--- src/rtl/exe_hazard_ctrl.sv ---
// Execute-stage hazard controller: forwarding selects, load-use hold, long-op busy
// sequencing and wrong-path flush after a taken branch/jump, with saturating event counters.
module exe_hazard_ctrl #(
  parameter int LONG_LAT  = 4,
  parameter int FLUSH_LEN = 2,
  parameter int CNT_W     = 16
) (
  input  logic             clock_i,
  input  logic             reset_i,
  input  logic [4:0]       dec_rs_i,
  input  logic [4:0]       dec_rt_i,
  input  logic             dec_use_rs_i,
  input  logic             dec_use_rt_i,
  input  logic [4:0]       idex_rs_i,
  input  logic [4:0]       idex_rt_i,
  input  logic [4:0]       idex_rd_i,
  input  logic             idex_reg_write_i,
  input  logic             idex_mem_read_i,
  input  logic             idex_long_op_i,
  input  logic             idex_nop_i,
  input  logic [4:0]       exmem_rd_i,
  input  logic             exmem_reg_write_i,
  input  logic             exmem_mem_read_i,
  input  logic             exmem_is_jump_i,
  input  logic             exmem_br_eq_i,
  input  logic             exmem_br_inc_i,
  input  logic             exmem_zero_i,
  input  logic [4:0]       memwb_rd_i,
  input  logic             memwb_reg_write_i,
  output logic [1:0]       for_a_o,
  output logic [1:0]       for_b_o,
  output logic             hold_front_o,
  output logic             stall_o,
  output logic             isJumped_o,
  output logic             busy_o,
  output logic [CNT_W-1:0] stall_cnt_o,
  output logic [CNT_W-1:0] flush_cnt_o
);

  typedef enum logic [1:0] {S_RUN, S_BUSY, S_FLUSH} state_e;

  localparam logic [3:0] BUSY_INIT  = 4'(LONG_LAT > 2 ? LONG_LAT - 3 : 0);
  localparam logic [3:0] FLUSH_INIT = 4'(FLUSH_LEN > 1 ? FLUSH_LEN - 2 : 0);
  localparam logic       LONG_EN    = (LONG_LAT > 1);
  localparam logic [CNT_W-1:0] ONE  = 1;

  state_e           state_q, state_d;
  logic [3:0]       cnt_q, cnt_d;
  logic             done_q, done_d;
  logic [CNT_W-1:0] stall_cnt_q, flush_cnt_q;

  logic redirect, long_start, load_use;
  logic hold, stl, bsy, jmp, accept;

  assign redirect = exmem_is_jump_i | (exmem_br_eq_i & exmem_zero_i)
                  | (exmem_br_inc_i & ~exmem_zero_i);
  // The held long op is still in ID/EX on its release cycle; done_q stops it re-arming.
  assign long_start = LONG_EN & idex_long_op_i & ~idex_nop_i & ~done_q;
  assign load_use = idex_mem_read_i & idex_reg_write_i & (idex_rd_i != 5'd0)
                  & ((dec_use_rs_i & (dec_rs_i == idex_rd_i))
                   | (dec_use_rt_i & (dec_rt_i == idex_rd_i)));

  function automatic logic [1:0] fwd_sel(input logic [4:0] src);
    if (exmem_reg_write_i && !exmem_mem_read_i && exmem_rd_i != 5'd0 && exmem_rd_i == src)
      return 2'b01;
    else if (memwb_reg_write_i && memwb_rd_i != 5'd0 && memwb_rd_i == src)
      return 2'b10;
    else
      return 2'b00;
  endfunction

  always_comb begin
    state_d = state_q;
    cnt_d   = cnt_q;
    done_d  = 1'b0;
    hold    = 1'b0;
    stl     = 1'b0;
    bsy     = 1'b0;
    jmp     = 1'b0;
    accept  = 1'b0;
    case (state_q)
      S_RUN: begin
        if (redirect) begin
          jmp    = 1'b1;
          accept = 1'b1;
          if (FLUSH_LEN > 1) begin
            state_d = S_FLUSH;
            cnt_d   = FLUSH_INIT;
          end
        end else if (long_start) begin
          hold = 1'b1;
          stl  = 1'b1;
          bsy  = 1'b1;
          if (LONG_LAT > 2) begin
            state_d = S_BUSY;
            cnt_d   = BUSY_INIT;
          end else begin
            done_d = 1'b1;
          end
        end else if (load_use) begin
          hold = 1'b1;
        end
      end
      S_BUSY: begin
        hold = 1'b1;
        stl  = 1'b1;
        bsy  = 1'b1;
        if (cnt_q == 4'd0) begin
          state_d = S_RUN;
          done_d  = 1'b1;
        end else begin
          cnt_d = cnt_q - 4'd1;
        end
      end
      S_FLUSH: begin
        jmp = 1'b1;
        if (redirect) begin
          accept = 1'b1;
          cnt_d  = FLUSH_INIT;
        end else if (cnt_q == 4'd0) begin
          state_d = S_RUN;
        end else begin
          cnt_d = cnt_q - 4'd1;
        end
      end
      default: state_d = S_RUN;
    endcase
  end

  always_ff @(posedge clock_i) begin
    if (reset_i) begin
      state_q     <= S_RUN;
      cnt_q       <= 4'd0;
      done_q      <= 1'b0;
      stall_cnt_q <= '0;
      flush_cnt_q <= '0;
    end else begin
      state_q <= state_d;
      cnt_q   <= cnt_d;
      done_q  <= done_d;
      if (hold && stall_cnt_q != '1) stall_cnt_q <= stall_cnt_q + ONE;
      if (accept && flush_cnt_q != '1) flush_cnt_q <= flush_cnt_q + ONE;
    end
  end

  assign for_a_o      = reset_i ? 2'b00 : fwd_sel(idex_rs_i);
  assign for_b_o      = reset_i ? 2'b00 : fwd_sel(idex_rt_i);
  assign hold_front_o = hold & ~reset_i;
  assign stall_o      = stl & ~reset_i;
  assign isJumped_o   = jmp & ~reset_i;
  assign busy_o       = bsy & ~reset_i;
  assign stall_cnt_o  = reset_i ? '0 : stall_cnt_q;
  assign flush_cnt_o  = reset_i ? '0 : flush_cnt_q;

endmodule

--- config.mk ---
export PLATFORM = sky130hd
export DESIGN_NAME = exe_hazard_ctrl
export DESIGN_NICKNAME = d
export VERILOG_FILES = /design/src/rtl/exe_hazard_ctrl.sv
export SDC_FILE = /design/constraint.sdc
export NUM_CORES = 1
export LEC_CHECK = 0
export ABC_AREA = 1
export BUFFER_PORTS_ARGS = -buffer_cell sky130_fd_sc_hd__buf_2
export CORE_ASPECT_RATIO = 0.5
export CORE_MARGIN = 5
export CORE_UTILIZATION = 52
export DETAILED_ROUTE_END_ITERATION = 6
export GPL_TIMING_DRIVEN = 1
export PLACE_DENSITY_LB_ADDON = 0.1
export SYNTH_ARGS = -nofsm -noshare
export SYNTH_HDL_FRONTEND = slang
export SYNTH_SLANG_ARGS = --single-unit
--- constraint.sdc ---
create_clock -name clock_i -period 2.11 [get_ports clock_i]
set_clock_uncertainty 0.15 [all_clocks]
set_input_delay 0.422 -clock clock_i [delete_from_list [all_inputs] [get_ports clock_i]]
set_output_delay 0.422 -clock clock_i [all_outputs]
set_load 0.05 [all_outputs]
== After elaboration in Yosys (flattened, before gate mapping) ==
Index checks and enable logic that the tools add are counted.

* Reduce and logical (&&, ||, !) cells: 20
* Add/sub/neg operators: 3
* Bitwise operators: 20
* Eq/ne operators: 12
* Muxes and demuxes: 29

{| class="wikitable"
|+ Operator list
! cell !! count
|-
| $add 16x1->16 const B || 2
|-
| $mux 16 || 2
|-
| $ne 16x16->1 const B || 2
|-
| $eq 5x5->1 || 6
|-
| $mux 2 || 10
|-
| $mux 4 || 4
|-
| $reduce_bool 5->1 || 3
|-
| $and 1x1->1 || 12
|-
| $pmux 4 s3 || 1
|-
| $logic_and 1x1->1 || 9
|-
| $mux 1 || 8
|-
| $pmux 1 s2 || 3
|-
| $pmux 2 s3 || 1
|-
| $not 1->1 || 5
|-
| $logic_not 4->1 || 1
|-
| $reduce_and 2->1 || 2
|-
| $reduce_or 2->1 || 2
|-
| $sub 4x1->4 const B || 1
|-
| $ne 3x3->1 const B || 1
|-
| $or 1x1->1 || 3
|-
| $reduce_bool 3->1 || 1
|-
| $eq 2x1->1 const B || 1
|-
| $eq 2x2->1 const B || 1
|-
| $logic_not 2->1 || 1
|-
| other kinds (2) || 2
|}

* Flip-flop bits (word level): 39
* Input bits: 50
* Word-level logic and storage cells: 89
* Output and inout port bits: 40

== Depth between registers and ports, before layout ==
Gate-level depths: netlist of run 1.

* Depth in word-level cells: 9
* Gate-level depth with buffers: 14
* Depth with buffers taken out: 13

== Worst setup path before layout of run 1 ==
OpenSTA, ideal clock, no wires.

* Path kind: input to output
* Start: in reset_i
* End: out stall_o
* Path buffers: 3
* Data arrival time: 2.312 ns
* Stages: 4
* Required time: 1.538 ns
* Path slack: -0.774 ns
* Path through: clkbuf_1 clkbuf_1 o21ai_0 buf_4

* Cells in the longest elaborated chain, start to end: 2

{| class="wikitable"
|+ Ends and longest elaborated chain
! item !! RTL line !! text
|-
| start, declared || 9 || <nowiki>input logic reset_i,</nowiki>
|-
| $not 1->1 || - ||
|-
| $and 1x1->1 || - ||
|-
| end, declared || 33 || <nowiki>output logic stall_o,</nowiki>
|}

No other way between the ends.

== Worst setup path in the final report of run 1 ==
* Start: in idex_rs_i[3]
* End: out for_a_o[1]

* Cells in the longest elaborated chain, start to end: 5

{| class="wikitable"
|+ Ends and longest elaborated chain
! item !! RTL line !! text
|-
| start, declared || 14 || <nowiki>input logic [4:0] idex_rs_i,</nowiki>
|-
| $eq 5x5->1 || 66 || <nowiki>else if (memwb_reg_write_i && memwb_rd_i != 5'd0 && memwb_rd_i == src)</nowiki>
|-
| $logic_and 1x1->1 || 66 ||
|-
| $mux 2 || 66 ||
|-
| $mux 2 (*) || 64 || <nowiki>if (exmem_reg_write_i && !exmem_mem_read_i && exmem_rd_i != 5'd0 && exmem_rd_i == src)</nowiki>
|-
| $mux 2 (*) || 146 || <nowiki>assign for_a_o = reset_i ? 2'b00 : fwd_sel(idex_rs_i);</nowiki>
|-
| end, declared || 30 || <nowiki>output logic [1:0] for_a_o,</nowiki>
|}

Every way passes the cells marked *; elsewhere a longest branch is shown, timed or not.

==> summary.md, run 1 <==
| Metric | Value |
|---|---|
| Outcome | finished, final reports clean |
| DR WL/cell | roughly 13 um |
| CP required | roughly 1.5 ns |
| Post-synth top area share | a little over a quarter |
| Leading area contributor after synthesis | dfxtp_1 |
| Global Route Usage Sum | a little over a fifth |
| Area grow syn2layout | 32.87% |
| Register area | around 780 sq um |
| Cells along the critical path | buf_2 -> xor2_1 -> or2_4 -> nor4_4 -> buf_4 -> nor2_2 -> buf_6 |
| Mapped Area | between 0.002 and 0.003 sq mm |
| Seq cells post-synth | 39 |
| Leak | between 1.5 and 2 nW |
| Cells after Synth | 479 |
| Layout Utilization | 71.85% |
| Routability Congestion | approximately 0.87 |
| First-pass GRT wire length | 13.66 mm |
| Worst slew margin | a little under 70% |
| Vias in the first global route | approximately 3000 |
| Worst hold-check path type | flip-flop to flip-flop |
| Main area contributors after synthesis | dfxtp_1 26%, nand2_1 11%, inv_1 10%, nor2_1 8.6%, xor2_1 8.2% |
| IO Count | 90 |
| Met1 usage | 27.80% |
| Post-DRT Antenna Nets | 0 |
| Setup CP Type | input pin to primary output |
| Final period util | 98.92% |
| 1st-iter DRT viols | 244 |
| Drt drc | 0 |
| N_diodes | 0 |
| Via count | between 3000 and 4000 |
| Most crowded layer after global routing | met2 |
| Top post-synthesis cells by count | 86 x nand2_1, 80 x inv_1, 69 x nor2_1, 39 x dfxtp_1, 38 x nand3_1 |
| Vias per cell | about 5.1 |
| Largest net degree at the start of global routing | 36 |
| Die height | about 64 um |
| DP Wirelength | ~6 mm |
| Routed wire length | ~8.2 mm |
| Initial Util | about 54% |
| Clock Tree Buf Depth | 2 |
| Initial antenna violation count | 0 |
| Ys async rst share | 0% |
| Worst setup margin | roughly 0.023 ns |
| Hold_buf cts | 0 |
| Netlist cell types | 29 |
| Max FO, Critical Path | 2 |
| EDFF count, synth | 0 |
| Unrepaired setup endpoints after global routing | yes |
| Layout cells sized above 1 | 29.52% |
| Post-synthesis sequential area ratio | a little over a quarter |
| Total grt overflow | 0 |
| Max VDD drop | approximately 0.00046 V |
| TritonCTS Sinks | 39 |
| Post-synth top flop | dfxtp_1 |
| Layout Nets | between 600 and 700 |
| Met2 Use GR | about a third |
| Fin. max-slew vios | 0 |
| CORE AREA | about 0.0055 sq mm |
| Crit path largest cell delay | about 0.25 ns |
| CTS H-tree lvls | 2 |
| Dpl ws | -0.2301 ns |
| Worst hold slack | 0.3205 ns |
| Most frequent cell after synthesis | nand2_1 |
| Fin. Hold Viols | 0 |
| Clk Latency, worst-skew pair | approximately 0.28 ns |
| Full die area | about 0.0075 sq mm |
| Tightest Pin Transition | roughly 0.46 ns |
| Drt pass-1 iters | 5 |
| Post-route minimum period | between 2 and 2.5 ns |
| Fmax | 0.4791 GHz |
| CTS clock-pin slew for the worst setup and hold paths | 0.06 ns |
| GR Util met3 | about 5.3% |
| Syn_area_per_cell | ~6.3 sq um |
| Filler cells | slightly below 500 |
| Critical Path Slowest Stage Cell | nor4_4 |
| Syn Nets | between 500 and 600 |
| TritonCTS buffer count | 5 |
| Area of the multi-input gates | 0.001944 sq mm |
| Power Total | ~2.9 mW |
| Worst EP arrival | about 1.5 ns |
| Row count | 19 |
| Max-cap violation count | 0 |
| Root buf cell | clkbuf_16 |
| Setup violations, final | 0 |
| Pwr/cell area | a little over 700 mW/mm^2 |
| Buffers on Ports | between 80 and 90 |
| Ys Warns | 0 |
| Startpoint class of the critical path | input pin |
| Worst setup EP type | primary output |
| Die width | ~120 um |
| Total Neg Setup Slack | 0 ns |
| CTS tree | done |
[power breakdown]
group / switching [mW] / internal (mW) / total (mW)
logic: 0.776 / 0.421 / 1.20
clock network: 0.298 / 0.502 / 0.800
registers: 0.0564 / 0.802 / 0.859
total: 1.13 / 1.73 / 2.86
[layer usage]
layer	up-vias	wire, um
li1	1722	-
met4	0	54
met5	-	0
met1	1516	3981
met3	6	554
met2	116	3659
[per-stage QoR]
step | area, sq um | instances
after global placement | 3650 | 647
after floorplan | 3018 | 479
after CTS | 3865 | 655
final | 3980 | 659
after detailed placement | 3650 | 647
after global routing | 3980 | 659
[area by class of cell]
cell class | instances | area share, %
Timing Repair Buffer | 111 | 17.60
Tap cell | 73 | 2.295
Inverter | 80 | 7.545
Multi-Input combinational cell | 348 | 48.85
Clock buffer | 7 | 3.835
Clock inverter | 1 | 0.1886
Sequential cell | 39 | 19.68
[worst max-delay path: cells and delay by family]
| family | cells | cell delay, ns |
|---|---|---|
| and+or+nand+nor | 3 | 0.53 |
| buffers and inverters | 3 | 0.41 |
| xor gates and xnor gates | 1 | 0.15 |
[layout by cell type (no fill, tap or decap), drive strengths merged, types with 8 or more instances in the layout]
cell / n
nand3: 38
a21oi: 40
o21ai: 20
nor3: 23
inv: 80
dfxtp: 39
clkbuf: 8
xor2: 28
buf: 110
nand2: 102
nor2: 69
[final timing paths]
check	startpoint	end	slack (ns)	depth (start not counted)
max	idex_rs_i[3]	for_a_o[1]	0.02	7
min reg2reg	stall_cnt_q[15]$_SDFFE_PP0P_	stall_cnt_q[15]$_SDFFE_PP0P_	0.32	2
max reg2reg	stall_cnt_q[0]$_SDFFE_PP0P_	stall_cnt_q[2]$_SDFFE_PP0P_	0.15	9
min	stall_cnt_q[15]$_SDFFE_PP0P_	stall_cnt_q[15]$_SDFFE_PP0P_	0.32	2
[kinds of logic (layout without fill, tap and decap cells)]
family	after synthesis	count (layout)	synth area share [%]
AND/OR/NAND/NOR	242	243	36.34
adder cells (fa/ha/maj)	7	7	2.924
XOR/XNOR	31	31	9.065
buffers and inverters	93	199	12.45
AO/OA/AOI/OAI	67	67	13.16
flip-flops	39	39	26.07
[state kept, by name (all words and copies together) (netlist names)]
signal       cells
done_q           1
cnt_q            4
state_q          2
stall_cnt_q     16
flush_cnt_q     16
[timing repair]
action                     4_1_cts  5_1_grt
setup endpoints to repair        5       26
setup buffers                    0        3
resized for setup               15       26
cloned                           0        1
pin swaps                        1       15
Note: power is estimated with default switching activity, not from simulation.
==> run 2, diff against run 1 <==
CELL_PAD_IN_SITES_DETAIL_PLACEMENT = 1   (was not set)
CELL_PAD_IN_SITES_GLOBAL_PLACEMENT = 1   (was not set)
CORE_UTILIZATION = 32   (was 52)
clock period = 1.8 ns   (was 2.11 ns; I/O delays follow)
==> run 2 against run 1 <==
Compared with the run above: the flow now finishes with violations (setup timing); combinational power grew 98%; cell area is 26% higher; clock power grew 12%; sequential power up 18%; die area increased by 54%; sequential share of layout area fell by 4.0 points; highest routed layer unchanged.
==> summary.md, run 2 (synthesis results as in run 1) <==
| Metric | Value |
|---|---|
| Area grow syn2layout | 67.92% |
| Clock Tree Buf Depth | 2 |
| IO Count | 90 |
| Power Total | 4.279 mW |
| Fmax | 0.4881 GHz |
| Initial Util | around a third |
| Worst EP arrival | ~1.5 ns |
| Crit path largest cell delay | 0.31 ns |
| Unrepaired setup endpoints after global routing | yes |
| Initial antenna violation count | 0 |
| Final period util | 113.8% |
| CORE AREA | just under 0.009 sq mm |
| Buffers on Ports | 89 |
| Worst setup margin | -0.2487 ns |
| Max FO, Critical Path | 3 |
| Routed wire length | ~11 mm |
| Die width | 146.8 um |
| Setup violations, final | 8 |
| Routability Congestion | slightly above 0.8 |
| CTS H-tree lvls | 2 |
| Drt drc | 0 |
| Finished Cell Area | 0.005030 sq mm |
| Total Neg Setup Slack | -1.260 ns |
| Area after DPL | 0.004179 sq mm |
| Outcome | finished, violations left |
| DR WL/cell | around 15 um |
| Vias in the first global route | between 3000 and 4000 |
| Max VDD drop | around 0.00044 V |
| Max-cap violation count | 0 |
| CTS clock-pin slew for the worst setup and hold paths | approximately 0.060 ns |
| Row count | 24 |
| Registers with the most flip-flops | flush_cnt_q x16, stall_cnt_q x16, cnt_q x4 |
| Worst hold slack | ~0.33 ns |
| Pwr/cell area | roughly 850 mW/mm^2 |
| Fin. max-slew vios | 0 |
| DP Wirelength | around 8 mm |
| Commonest cells after routing, fill and taps aside | 73 x nand2_1, 70 x buf_2, 69 x inv_1, 63 x buf_4, 35 x nor2_1 |
| CTS tree | done |
| Clk Latency, worst-skew pair | ~0.29 ns |
| Critical Path Slowest Stage Cell | nor4_4 |
| Crit-path most repeated cell | buf_6 |
| Root buf cell | clkbuf_16 |
| Total grt overflow | 0 |
| N_diodes | 0 |
| Layout Nets | approximately 700 |
| Via count | ~3600 |
| Failing checks | setup timing |
| TritonCTS buffer count | 5 |
| CP required | around 1.3 ns |
| Die height | 78.41 um |
| Cells along the critical path | buf_8 -> buf_6 -> nor3_2 -> nand2_1 -> nand3_2 -> buf_6 -> nor4_4 -> buf_4 -> nor2_4 -> buf_6 |
| Largest net degree at the start of global routing | 25 |
| Global Route Usage Sum | 18.04% |
| Worst setup EP type | primary output |
| Drt pass-1 iters | 4 |
| Startpoint class of the critical path | input pin |
| Worst hold-check path type | flip-flop to flip-flop |
| CP delay by family, top | buffers and inverters |
| TritonCTS Sinks | 39 |
| Buf/Inv on CP | 5 |
| Layout cells sized above 1 | between 40% and 50% |
| Post-DRT Antenna Nets | 0 |
| Full die area | 0.01151 sq mm |
| Tightest Pin Transition | 0.4575 ns |
| Hold_buf cts | 0 |
| Fin. Hold Viols | 0 |
| Leak | ~2.3 nW |
| Vias per cell | between 4 and 5 |
| Worst slew margin | between 60 and 70% |
| Post-route minimum period | between 2 and 2.5 ns |
| Commonest non-fill, non-tap cell in the layout | nand2_1 |
| 1st-iter DRT viols | 102 |
| First-pass GRT wire length | about 17 mm |
| Setup CP Type | input pin to primary output |
| Dpl ws | -0.3496 ns |
run 2: cell count changes in the layout (fill, tap and decap cells not counted), sizes merged:
cell    delta
buf       +52
clkbuf     +2
clkinv     +1
run 2: layout make-up:
class / instances / area (sq um)
Fill cell: 1126 / 3889
Timing Repair Buffer: 166 / 1226
Inverter: 80 / 312.8
Tap cell: 117 / 146.4
Clock buffer: 6 / 128.9
Clock inverter: 2 / 12.51
Sequential cell: 39 / 789.5
Multi-Input combinational cell: 348 / 2414
run 2: worst paths after layout:
check | startpoint | to | slack (ns) | cells past startpoint
setup / recovery | exmem_rd_i[3] | for_a_o[1] | -0.25 | 10
hold / removal | stall_cnt_q[15]$_SDFFE_PP0P_ | stall_cnt_q[15]$_SDFFE_PP0P_ | 0.33 | 2
setup reg to reg | stall_cnt_q[0]$_SDFFE_PP0P_ | stall_cnt_q[9]$_SDFFE_PP0P_ | 0.01 | 9
hold reg to reg | stall_cnt_q[15]$_SDFFE_PP0P_ | stall_cnt_q[15]$_SDFFE_PP0P_ | 0.33 | 2
run 2: through the flow:
stage / util [%] / std cells
6_report: 56.40 / 758
5_1_grt: 56.40 / 758
4_1_cts: 51.56 / 752
3_5_place_dp: 46.86 / 739
3_3_place_gp: 46.86 / 739
2_1_floorplan: - / 479
run 2: power by group:
part | internal (mW) | switching [mW]
clock | 0.513 | 0.384
combinational | 1.01 | 1.36
sequential | 0.945 | 0.0644
total | 2.47 | 1.81
run 2: repair_timing:
| action | in CTS | in global routing |
|---|---|---|
| hold endpoints to repair | 0 | 0 |
| gates resized for setup | 65 | 94 |
| pin swaps | 19 | 45 |
| endpoints found under the setup margin | 40 | 42 |
| setup buffers | 6 | 5 |
| cloned | 0 | 1 |
run 2: tightest hold or removal path, delay by kind of cell, from the launching register on:
| family | cells | cell delay, ns |
|---|---|---|
| AOI/OAI and AO/OA | 1 | 0.05 |
| DFF | 1 | 0.32 |
| and+or+nand+nor | 1 | 0.07 |
run 2: per-layer routing:
layer  share of wire, %  global-route usage (%)  routed length [um]
met1                 48                   23.99                5506
met2                 48                   31.67                5441
met3                3.2                   2.877                 361
met4               0.67                   2.814                  76
met5                  0                       0                   0
